[src/rtl/lpm_pkg.sv]
// Shared types and write-path helpers for the longest-prefix-match TCAM.
package lpm_pkg;

    localparam int MAXW = 128;
    localparam int CNTW = $clog2(MAXW + 1);

    typedef logic [MAXW-1:0] wide_t;

    typedef enum logic [2:0] {
        WR_IDLE,
        WR_FLUSH,
        WR_LOAD,
        WR_CLEAR,
        WR_REJECT
    } wr_op_e;

    function automatic logic [CNTW-1:0] popcount(input wide_t v);
        logic [CNTW-1:0] n;
        n = '0;
        for (int i = 0; i < MAXW; i++) begin
            n = n + CNTW'(v[i]);
        end
        return n;
    endfunction

    // Expects the mask left-justified in MAXW bits: valid iff the inverted mask is 0..01..1.
    function automatic logic mask_is_contiguous(input wide_t m);
        wide_t inv;
        inv = ~m;
        return (inv & (inv + wide_t'(1))) == '0;
    endfunction

endpackage

[src/rtl/lpm_prio_reduce.sv]
// Combinational binary tree picking the longest valid length; ties resolve to the lower index.
module lpm_prio_reduce #(
    parameter int DEPTH = 16,
    parameter int LENW  = 6,
    parameter int IDXW  = 4
) (
    input  logic [DEPTH-1:0] valid_i,
    input  logic [LENW-1:0]  len_i [DEPTH],
    output logic             hit_o,
    output logic [LENW-1:0]  len_o,
    output logic [IDXW-1:0]  idx_o
);

    localparam int LEAVES = 1 << IDXW;
    localparam int NODES  = 2 * LEAVES - 1;

    logic            node_v   [NODES];
    logic [LENW-1:0] node_len [NODES];
    logic [IDXW-1:0] node_idx [NODES];

    // Heap layout: leaves sit at LEAVES-1+k in index order, so a left child always
    // covers lower entry indices than its right sibling.
    always_comb begin
        // NOTE: every node gets a default first so no path through the loops can infer a latch.
        for (int k = 0; k < NODES; k++) begin
            node_v[k]   = 1'b0;
            node_len[k] = '0;
            node_idx[k] = '0;
        end
        for (int k = 0; k < DEPTH; k++) begin
            node_v[LEAVES-1+k]   = valid_i[k];
            node_len[LEAVES-1+k] = len_i[k];
            node_idx[LEAVES-1+k] = IDXW'(k);
        end
        for (int k = LEAVES - 2; k >= 0; k--) begin
            if (node_v[2*k+1] && (!node_v[2*k+2] || node_len[2*k+1] >= node_len[2*k+2])) begin
                node_v[k]   = node_v[2*k+1];
                node_len[k] = node_len[2*k+1];
                node_idx[k] = node_idx[2*k+1];
            end else begin
                node_v[k]   = node_v[2*k+2];
                node_len[k] = node_len[2*k+2];
                node_idx[k] = node_idx[2*k+2];
            end
        end
    end

    assign hit_o = node_v[0];
    assign len_o = node_len[0];
    assign idx_o = node_idx[0];

endmodule

[src/rtl/lpm_tcam_pipe.sv]
// Two-stage longest-prefix-match TCAM: flop table, S1 parallel compare, S2 priority reduce.
module lpm_tcam_pipe #(
    parameter  int WIDTH      = 32,
    parameter  int DEPTH      = 16,
    parameter  int IFW        = 4,
    parameter  int DEFAULT_IF = 0,
    localparam int IDXW       = $clog2(DEPTH),
    localparam int LENW       = $clog2(WIDTH + 1)
) (
    input  logic             clk,
    input  logic             rst,
    input  logic             lk_valid,
    input  logic [WIDTH-1:0] lk_addr,
    output logic             res_valid,
    output logic             res_hit,
    output logic [WIDTH-1:0] res_prefix,
    output logic [LENW-1:0]  res_len,
    output logic [IFW-1:0]   res_if,
    output logic [IDXW-1:0]  res_index,
    input  logic             wr_en,
    input  logic [IDXW-1:0]  wr_index,
    input  logic [WIDTH-1:0] wr_prefix,
    input  logic [WIDTH-1:0] wr_mask,
    input  logic [IFW-1:0]   wr_if,
    input  logic             wr_set,
    input  logic             flush,
    output logic             wr_err
);

    import lpm_pkg::*;

    logic [DEPTH-1:0] valid_q, valid_d;
    logic [WIDTH-1:0] prefix_q [DEPTH];
    logic [WIDTH-1:0] mask_q   [DEPTH];
    logic [LENW-1:0]  len_q    [DEPTH];
    logic [IFW-1:0]   if_q     [DEPTH];

    wr_op_e          wr_op;
    wide_t           mask_wide;
    logic            idx_bad;
    logic [LENW-1:0] wr_len;
    logic            wr_err_q;

    assign mask_wide = wide_t'(wr_mask) << (MAXW - WIDTH);
    assign idx_bad   = (int'(wr_index) >= DEPTH);
    assign wr_len    = LENW'(popcount(wide_t'(wr_mask)));

    always_comb begin
        wr_op = WR_IDLE;
        if (flush) begin
            wr_op = WR_FLUSH;
        end else if (wr_en) begin
            if (idx_bad || (wr_set && !mask_is_contiguous(mask_wide))) begin
                wr_op = WR_REJECT;
            end else if (wr_set) begin
                wr_op = WR_LOAD;
            end else begin
                wr_op = WR_CLEAR;
            end
        end
    end

    always_comb begin
        valid_d = valid_q;
        case (wr_op)
            WR_FLUSH: valid_d = '0;
            WR_LOAD:  valid_d[wr_index] = 1'b1;
            WR_CLEAR: valid_d[wr_index] = 1'b0;
            default:  valid_d = valid_q;
        endcase
    end

    always_ff @(posedge clk or posedge rst) begin
        // NOTE: sequential state uses non-blocking assignments so every flop samples pre-edge values.
        if (rst) begin
            valid_q  <= '0;
            wr_err_q <= 1'b0;
        end else begin
            valid_q  <= valid_d;
            wr_err_q <= (wr_op == WR_REJECT);
        end
    end

    // NOTE: entry payload is not reset; the valid bits alone decide whether a field is ever used.
    always_ff @(posedge clk) begin
        if (wr_op == WR_LOAD) begin
            prefix_q[wr_index] <= wr_prefix & wr_mask;
            mask_q[wr_index]   <= wr_mask;
            len_q[wr_index]    <= wr_len;
            if_q[wr_index]     <= wr_if;
        end
    end

    logic [DEPTH-1:0] match_d;
    logic             s1_valid_q;
    logic [DEPTH-1:0] s1_match_q;
    logic [LENW-1:0]  s1_len_q  [DEPTH];
    logic [IFW-1:0]   s1_if_q   [DEPTH];
    logic [WIDTH-1:0] s1_addr_q;

    always_comb begin
        match_d = '0;
        for (int i = 0; i < DEPTH; i++) begin
            match_d[i] = valid_q[i] && ((lk_addr & mask_q[i]) == prefix_q[i]);
        end
    end

    always_ff @(posedge clk or posedge rst) begin
        if (rst) begin
            s1_valid_q <= 1'b0;
        end else begin
            s1_valid_q <= lk_valid;
        end
    end

    // Interfaces are snapshotted here so a write landing while the lookup sits in S2
    // cannot leak into its result.
    always_ff @(posedge clk) begin
        s1_match_q <= match_d;
        s1_len_q   <= len_q;
        s1_if_q    <= if_q;
        s1_addr_q  <= lk_addr;
    end

    logic            win_hit;
    logic [LENW-1:0] win_len;
    logic [IDXW-1:0] win_idx;

    lpm_prio_reduce #(
        .DEPTH (DEPTH),
        .LENW  (LENW),
        .IDXW  (IDXW)
    ) u_reduce (
        .valid_i (s1_match_q),
        .len_i   (s1_len_q),
        .hit_o   (win_hit),
        .len_o   (win_len),
        .idx_o   (win_idx)
    );

    logic             res_valid_q,  res_valid_d;
    logic             res_hit_q,    res_hit_d;
    logic [WIDTH-1:0] res_prefix_q, res_prefix_d;
    logic [LENW-1:0]  res_len_q,    res_len_d;
    logic [IFW-1:0]   res_if_q,     res_if_d;
    logic [IDXW-1:0]  res_index_q,  res_index_d;

    // The matched prefix equals the address truncated to the winning length.
    always_comb begin
        res_valid_d  = s1_valid_q;
        res_hit_d    = res_hit_q;
        res_prefix_d = res_prefix_q;
        res_len_d    = res_len_q;
        res_if_d     = res_if_q;
        res_index_d  = res_index_q;
        if (s1_valid_q) begin
            res_hit_d = win_hit;
            if (win_hit) begin
                res_prefix_d = s1_addr_q & ~({WIDTH{1'b1}} >> win_len);
                res_len_d    = win_len;
                res_if_d     = s1_if_q[win_idx];
                res_index_d  = win_idx;
            end else begin
                res_prefix_d = '0;
                res_len_d    = '0;
                res_if_d     = IFW'(DEFAULT_IF);
                res_index_d  = '0;
            end
        end
    end

    always_ff @(posedge clk or posedge rst) begin
        if (rst) begin
            res_valid_q  <= 1'b0;
            res_hit_q    <= 1'b0;
            res_prefix_q <= '0;
            res_len_q    <= '0;
            res_if_q     <= IFW'(DEFAULT_IF);
            res_index_q  <= '0;
        end else begin
            res_valid_q  <= res_valid_d;
            res_hit_q    <= res_hit_d;
            res_prefix_q <= res_prefix_d;
            res_len_q    <= res_len_d;
            res_if_q     <= res_if_d;
            res_index_q  <= res_index_d;
        end
    end

    assign res_valid  = res_valid_q;
    assign res_hit    = res_hit_q;
    assign res_prefix = res_prefix_q;
    assign res_len    = res_len_q;
    assign res_if     = res_if_q;
    assign res_index  = res_index_q;
    assign wr_err     = wr_err_q;

endmodule
[config.mk]
export PLATFORM = sky130hd
export DESIGN_NAME = lpm_tcam_pipe
export DESIGN_NICKNAME = d
export VERILOG_FILES = /design/src/rtl/lpm_pkg.sv /design/src/rtl/lpm_prio_reduce.sv /design/src/rtl/lpm_tcam_pipe.sv
export SDC_FILE = /design/constraint.sdc
export NUM_CORES = 2
export LEC_CHECK = 0
export CORE_UTILIZATION = 61
export DETAILED_ROUTE_END_ITERATION = 10
export GPL_TIMING_DRIVEN = 1
export MAX_ROUTING_LAYER = met4
export PLACE_DENSITY = 0.79
export SKIP_CTS_REPAIR_TIMING = 1
export SLEW_MARGIN = 40
export SYNTH_ARGS = -nofsm -noshare
export SYNTH_HDL_FRONTEND = slang
export SYNTH_SLANG_ARGS = --single-unit
[constraint.sdc]
create_clock -name clk -period 9.15 [get_ports clk]
set_input_delay 1.3725 -clock clk [delete_from_list [all_inputs] [get_ports clk]]
set_output_delay 1.3725 -clock clk [all_outputs]
set_load 0.1 [all_outputs]
=== Word level (Yosys, flattened, before mapping) ===
Memories as Yosys holds them, arrays and structs flattened.
Index checks and enable logic that the tools add are counted.
Widths: inputs -> output; s select.

* Reduce and logical (&&, ||, !) cells: 67
* Eq/ne operators: 20
* Multiplexer cells: 67
* Divide/modulo/power cells: 0
* Add/sub/neg operators: 32
* Multiply operators: 0
* Bitwise gates (word level): 26
* Shift operators: 1
* $lt $le $gt $ge: 20

{| class="wikitable"
|+ Operator list
! cell !! number
|-
| $and 32x32->32 || 18
|-
| $eq 32x32->1 || 16
|-
| $add 6x1->6 || 26
|-
| $add 128x1->128 const B || 1
|-
| $and 128x128->128 || 1
|-
| $logic_not 128->1 || 1
|-
| $not 128->128 || 1
|-
| $mux 6 || 17
|-
| $bwmux 96 || 1
|-
| $ge 6x6->1 || 15
|-
| $bwmux 64 || 1
|-
| $pmux 16 s3 || 1
|-
| $logic_and 1x1->1 || 34
|-
| $mux 32 || 1
|-
| $not 32->32 || 1
|-
| $shr 32x6->32 const A || 1
|-
| $mux 1 || 27
|-
| $demux 6 s4 || 1
|-
| $mux 4 || 6
|-
| $and 16x16->16 || 1
|-
| $bmux 4 s4 || 1
|-
| $demux 4 s4 || 1
|-
| $logic_not 1->1 || 16
|-
| $not 16->16 || 1
|-
| 19 further kinds || 43
|}

* Word-level logic and storage cells: 310
* Memories kept: 2
* Bits in writable memories: 1024
* Bits in latches: 0
* Input bits: 110
* Memory bits (read-only): 0
* Output and inout bits: 49
* Flip-flop bits (word level): 434

{| class="wikitable"
|+ Memory list
! memory !! depth !! bits a word !! rd ports !! clocked after memory_dff !! wr ports !! RTL line !! text
|-
| mask_q || 16 || 32 || 16 || 0 || 1 || lpm_tcam_pipe.sv:34 || <nowiki>logic [WIDTH-1:0] mask_q [DEPTH];</nowiki>
|-
| prefix_q || 16 || 32 || 16 || 0 || 1 || lpm_tcam_pipe.sv:33 || <nowiki>logic [WIDTH-1:0] prefix_q [DEPTH];</nowiki>
|}

=== Longest topological paths before layout ===
* Word-level depth: 32
* Gate-level depth with buffers: 38
* Gate-level depth less buffers: 33

=== Modules after synthesis ===
A second synthesis with hierarchy kept.

* Cell total of the unflattened synthesis: 3660
* Area total of the unflattened synthesis: 55982.4 um^2

{| class="wikitable"
|+ Modules (own cells, without submodules)
! module !! cells an instance !! instances !! seq. area each (um^2) !! area an instance (um^2)
|-
| lpm_tcam_pipe || 3208 || 1 || 41369.7 || 52479.1
|-
| lpm_prio_reduce || 452 || 1 || 0.0 || 3503.4
|}

=== Least setup slack after synthesis ===
Ideal clock, no wire load.

* Path kind: reg2reg
* Start: register s1_len_q[66] (netlist name)
* End: register res_if_q[0] (netlist: res_if[0])
* Arrival: 6861 ps
* Path slack: 2165 ps
* Stages on the path, launching flop included: 36
* Library setup time: 125 ps
* Required time: 9025 ps
* Path buffers: 4
* Clock period less this slack: 6985 ps
* Path through: dfxtp_1 > inv_1 > ha_1 > or3b_1 > o2111ai_1 > a21o_1 > buf_4 > mux2_1 > ha_1 > a21oi_1 > o221ai_1 > a21oi_1 > or2_2 > buf_2 > mux2_2 > inv_1 > ha_1 > nand2b_1 > a2111oi_0 > o21ai_0 > nand2_1 > nor2_1 > a21oi_1 > ha_1 > nand2b_1 > a21o_1 > a21o_1 > a211o_1 > and2_1 > buf_2 > a32oi_2 > buf_2 > mux2i_1 > o21ai_0 > o2111ai_1 > o2bb2ai_1

* Cells in the longest elaborated chain, start to end: 21
* Elaborated cells between the ends (all ways): 29
* Those cells by class: 4 x order compare; 15 x mux; 1 x bitwise; 9 x reduce/logical

{| class="wikitable"
|+ Ends and longest elaborated chain
! item !! RTL line !! text
|-
| from (decl) || lpm_tcam_pipe.sv:97 || <nowiki>logic [LENW-1:0] s1_len_q [DEPTH];</nowiki>
|-
| from (signal assigned) || lpm_tcam_pipe.sv:120 || <nowiki>s1_len_q <= len_q;</nowiki>
|-
| $ge 6x6->1 || lpm_prio_reduce.sv:36 || <nowiki>if (node_v[2*k+1] && (!node_v[2*k+2] || node_len[2*k+1] >= node_len[2*k+2])) begin</nowiki>
|-
| $logic_or 1x1->1 || lpm_prio_reduce.sv:36 ||
|-
| $logic_and 1x1->1 || lpm_prio_reduce.sv:36 ||
|-
| $mux 6 || lpm_prio_reduce.sv:36 ||
|-
| $ge 6x6->1 || lpm_prio_reduce.sv:36 ||
|-
| $logic_or 1x1->1 || lpm_prio_reduce.sv:36 ||
|-
| $logic_and 1x1->1 || lpm_prio_reduce.sv:36 ||
|-
| $mux 6 or $mux 1 (tied branches) || lpm_prio_reduce.sv:36 ||
|-
| [4 not listed] || -- ||
|-
| $ge 6x6->1 || lpm_prio_reduce.sv:36 ||
|-
| $logic_or 1x1->1 || lpm_prio_reduce.sv:36 ||
|-
| $logic_and 1x1->1 || lpm_prio_reduce.sv:36 ||
|-
| $mux 4 || lpm_prio_reduce.sv:36 ||
|-
| $not 4->5 (not written as such) || lpm_tcam_pipe.sv:161 || <nowiki>res_if_d = s1_if_q[win_idx];</nowiki>
|-
| $bmux 4 s4 || lpm_tcam_pipe.sv:161 ||
|-
| $mux 4 (not written as such) (2 in series) || lpm_tcam_pipe.sv:161 ||
|-
| $mux 4 * || lpm_tcam_pipe.sv:158 || <nowiki>if (win_hit) begin</nowiki>
|-
| to (signal assigned) || lpm_tcam_pipe.sv:178 || <nowiki>res_if_q <= IFW'(DEFAULT_IF);</nowiki>
|-
| to (signal assigned) || lpm_tcam_pipe.sv:185 || <nowiki>res_if_q <= res_if_d;</nowiki>
|-
| to (decl) || lpm_tcam_pipe.sv:145 || <nowiki>logic [IFW-1:0] res_if_q, res_if_d;</nowiki>
|}

Mark *: on every way between the ends. The rest lies on a longest branch, timed or not. The select of a mux whose other input is x is not followed.
A chain may end at the register's enable or synchronous reset.

=== Worst setup path after layout ===
* Start: register s1_len_q[65] (netlist name)
* End: register res_prefix_q[13] (netlist: res_prefix[13])

* Cells in the longest elaborated chain, start to end: 20
* Elaborated cells between the ends (all ways): 25
* Those cells by class: 4 x order compare; 1 x shift; 9 x mux; 2 x bitwise; 9 x reduce/logical

{| class="wikitable"
|+ Ends and longest elaborated chain
! item !! RTL line !! text
|-
| $ge 6x6->1 || lpm_prio_reduce.sv:36 ||
|-
| $logic_or 1x1->1 || lpm_prio_reduce.sv:36 ||
|-
| $logic_and 1x1->1 || lpm_prio_reduce.sv:36 ||
|-
| $mux 6 || lpm_prio_reduce.sv:36 ||
|-
| $ge 6x6->1 || lpm_prio_reduce.sv:36 ||
|-
| $logic_or 1x1->1 || lpm_prio_reduce.sv:36 ||
|-
| $logic_and 1x1->1 || lpm_prio_reduce.sv:36 ||
|-
| $mux 6 or $mux 1 (tied branches) || lpm_prio_reduce.sv:36 ||
|-
| [4 not listed] || -- ||
|-
| $ge 6x6->1 || lpm_prio_reduce.sv:36 ||
|-
| $logic_or 1x1->1 || lpm_prio_reduce.sv:36 ||
|-
| $logic_and 1x1->1 || lpm_prio_reduce.sv:36 ||
|-
| $mux 6 || lpm_prio_reduce.sv:36 ||
|-
| $shr 32x6->32 || lpm_tcam_pipe.sv:159 || <nowiki>res_prefix_d = s1_addr_q & ~({WIDTH{1'b1}} >> win_len);</nowiki>
|-
| $not 32->32 || lpm_tcam_pipe.sv:159 ||
|-
| $and 32x32->32 || lpm_tcam_pipe.sv:159 ||
|-
| $mux 32 * || lpm_tcam_pipe.sv:158 ||
|-
| to (signal assigned) || lpm_tcam_pipe.sv:183 || <nowiki>res_prefix_q <= res_prefix_d;</nowiki>
|-
| to (decl) || lpm_tcam_pipe.sv:143 || <nowiki>logic [WIDTH-1:0] res_prefix_q, res_prefix_d;</nowiki>
|}

Mark *: on every way between the ends. The rest lies on a longest branch, timed or not.

==> run metrics <==
I/O Buffers=between 150 and 200; HPWL after DPL=103000 microns; Final TNS setup=0 ns; Top delay family on crit path=compound AO/OA/AOI/OAI gates; layout cell share with drive strength beyond 1=11.7%; row count=110; gpl congestion=roughly 0.98; Clock Skew=approximately 0.031 ns; period utilization=90.5%; die area=just over 0.09 sq mm; Max FO, Critical Path=12; Synth Register Bits=around 1500; CTS tree=built; R2R setup slack=about 0.87 ns; clock buffer depth=3; Critical Path RT=~9.8 ns; total CTS buffers=139; Worst Setup Path Type=register to register; Slew @ Worst Pin=between 0.9 and 1 ns; leak pwr=approximately 22 nW; Overflow after GRT=0; critical path data arrival time=slightly below 9 ns; H-Tree Depth=4; final setup fails=0; Worst-path clk slew=approximately 0.06 ns; slowest stage delay, CP=0.56 ns; worst path buffer plus inverter count=4; commonest cells in the netlist=edfxtp_1, nand2_1, xnor2_1, dfxtp_1, inv_1; Yosys top cell by area=edfxtp_1; Core Area=slightly above 0.09 sq mm; vias=approximately 34000; All-Layer GR Usage=37.3%; largest net degree at the start of global routing=70; # Max-Cap Violations=0; Syn Std Cell Area=0.0561 sq mm; Hold Violations, Final=0; CTS sink count=approximately 1500; worst hold margin=approximately 0.32 ns; ys async rst share=about 4.5%; Chip Height=approximately 310 microns; Die Wd=305 microns; RSZ-0062 raised after global routing=false; Final Slew Violations=0; Peak Freq=approximately 120 MHz; clk_lat worst skew=0.76 ns; Yosys top cell area share=between 60 and 70%; synth top area cells=edfxtp_1, dfxtp_1, xnor2_1; Routed WL=about 170000 microns; vias in the first global route=between 30000 and 40000; # IOs=about 160; DRC errors left=0; Worst Setup Start Kind=register; syn avg cell area=~15 sq um; Antenna Violating Nets Remaining=0; Seq/Total Area, Yosys=between 70 and 80%; area grow syn2layout=14.9%; status=completed; Via density=6.36; fin nets=approximately 4300; Tmin final=8.28 ns; most numerous cell in the Yosys netlist=edfxtp_1; Worst path slowest cell=nor3_1; Post-synth top flop=edfxtp_1; Max IR drop VDD=455 uV; starting density of the core=about three fifths; initial antenna violation count=15; first-pass GRT wire length=roughly 230000 microns; 1st-iter DRT viols=about 4700; YS warnings=0; post-synth net total=3956; path category of the worst min-delay check=register to register; CTS root buffer=clkbuf_16; Pre-antenna DRT Iters=7; wire per inst=between 30 and 40 microns; number of enable flip-flop cells after synthesis=1184; Mapped Cells=3724; Max-slew headroom=a little under two fifths; power density of the placed cells=233 mW/mm^2; Setup crit end kind=register; Synth cell types=86
## metal layers
| layer | track usage, % | vias up | share of wire, % |
|---|---|---|---|
| li1 | - | 14167 | - |
| met1 | 46.1 | 16693 | 34 |
| met2 | 56.1 | 2613 | 46 |
| met3 | 9.00 | 571 | 13 |
| met4 | 23.0 | 0 | 7.1 |
| met5 | - | - | 0 |
## layout by cell type, fill, tap and decap left out, types with 13 or more instances in the layout
master	netlist	routed
edfxtp_1	1184	1184
and2_1	52	40
a32o_1	25	25
clkinv_1	0	14
a21o_1	36	36
dfxtp_1	208	208
nor2_4	1	17
buf_2	9	51
mux2i_1	38	38
clkinv_2	0	19
clkdlybuf4s50_1	0	107
a21oi_1	52	52
nor2_1	67	49
dfrtp_1	66	66
clkbuf_1	79	40
a211oi_1	19	19
nand2b_1	27	27
inv_1	124	122
xnor2_1	421	421
nor4_1	103	88
clkbuf_16	0	142
nor4_2	1	14
fa_1	24	24
xor2_1	85	85
a22o_1	15	15
buf_4	6	117
o2111ai_1	13	13
nand3_1	59	59
nor3_1	46	45
nand4_1	47	47
o21ai_0	60	60
nand2_1	594	594
ha_1	98	97
## cells by family after synthesis
| group | Yosys count | synth area share, % |
|---|---|---|
| simple gates | 1037 | 8.47 |
| xor+xnor | 506 | 7.90 |
| buf+inv | 222 | 1.57 |
| mux | 54 | 1.06 |
| flops | 1458 | 73.7 |
| fa+ha+maj | 122 | 3.04 |
| compound gates | 325 | 4.26 |
## per-stage QoR
step	power, mW	util (%)	worst slack, ns	std cells	cell area (sq um)
3_5_place_dp	9.43	66.1	1.10	5093	59900
3_3_place_gp	9.39	66.1	0.964	5086	59900
2_1_floorplan	8.45	-	2.16	3724	56100
5_1_grt	15.4	71.2	0.301	5348	64500
6_report	15.0	71.2	0.873	5354	64500
4_1_cts	15.0	71.1	0.989	5342	64400
## layout make-up
class	instances	area, sq um
multi-input cells	2044	14200
clock inverters	57	664
diodes	11	27.5
repair buffers	290	2460
inverters	126	475
fillers	5633	26100
well taps	1176	1470
flip-flops and latches	1458	41400
clock buffers	192	3840
## power breakdown
group / total [mW] / leakage [nW] / internal, mW / switching [mW]
combinational: 1.69 / 7.25 / 0.389 / 1.30
sequential: 7.66 / 12.7 / 7.65 / 0.00466
clock: 5.70 / 2.20 / 3.24 / 2.46
total: 15.0 / 22.1 / 11.3 / 3.76
## registers in the layout, summed over array words and instances, names as in the netlist
signal	flops
prefix_q	512
res_valid	1
res_prefix	32
if_q	64
s1_len_q	96
res_if	4
mask_q	512
len_q	96
res_len	6
res_valid_d	1
s1_match_q	16
s1_addr_q	32
valid_q	16
res_hit	1
wr_err	1
res_index	4
s1_if_q	64
## worst paths after layout
path	startpoint	endpoint	cells after the start
hold reg to reg	if_q[54]	s1_if_q[54]	0
setup reg to reg	s1_len_q[65]	res_prefix[13]	32
min in group asynchronous	rst	res_if[2]	3
setup / recovery	s1_len_q[65]	res_prefix[13]	32
max in group asynchronous	rst	valid_q[3]	3
hold / removal	if_q[54]	s1_if_q[54]	0
(Power assumes the default switching activity.)
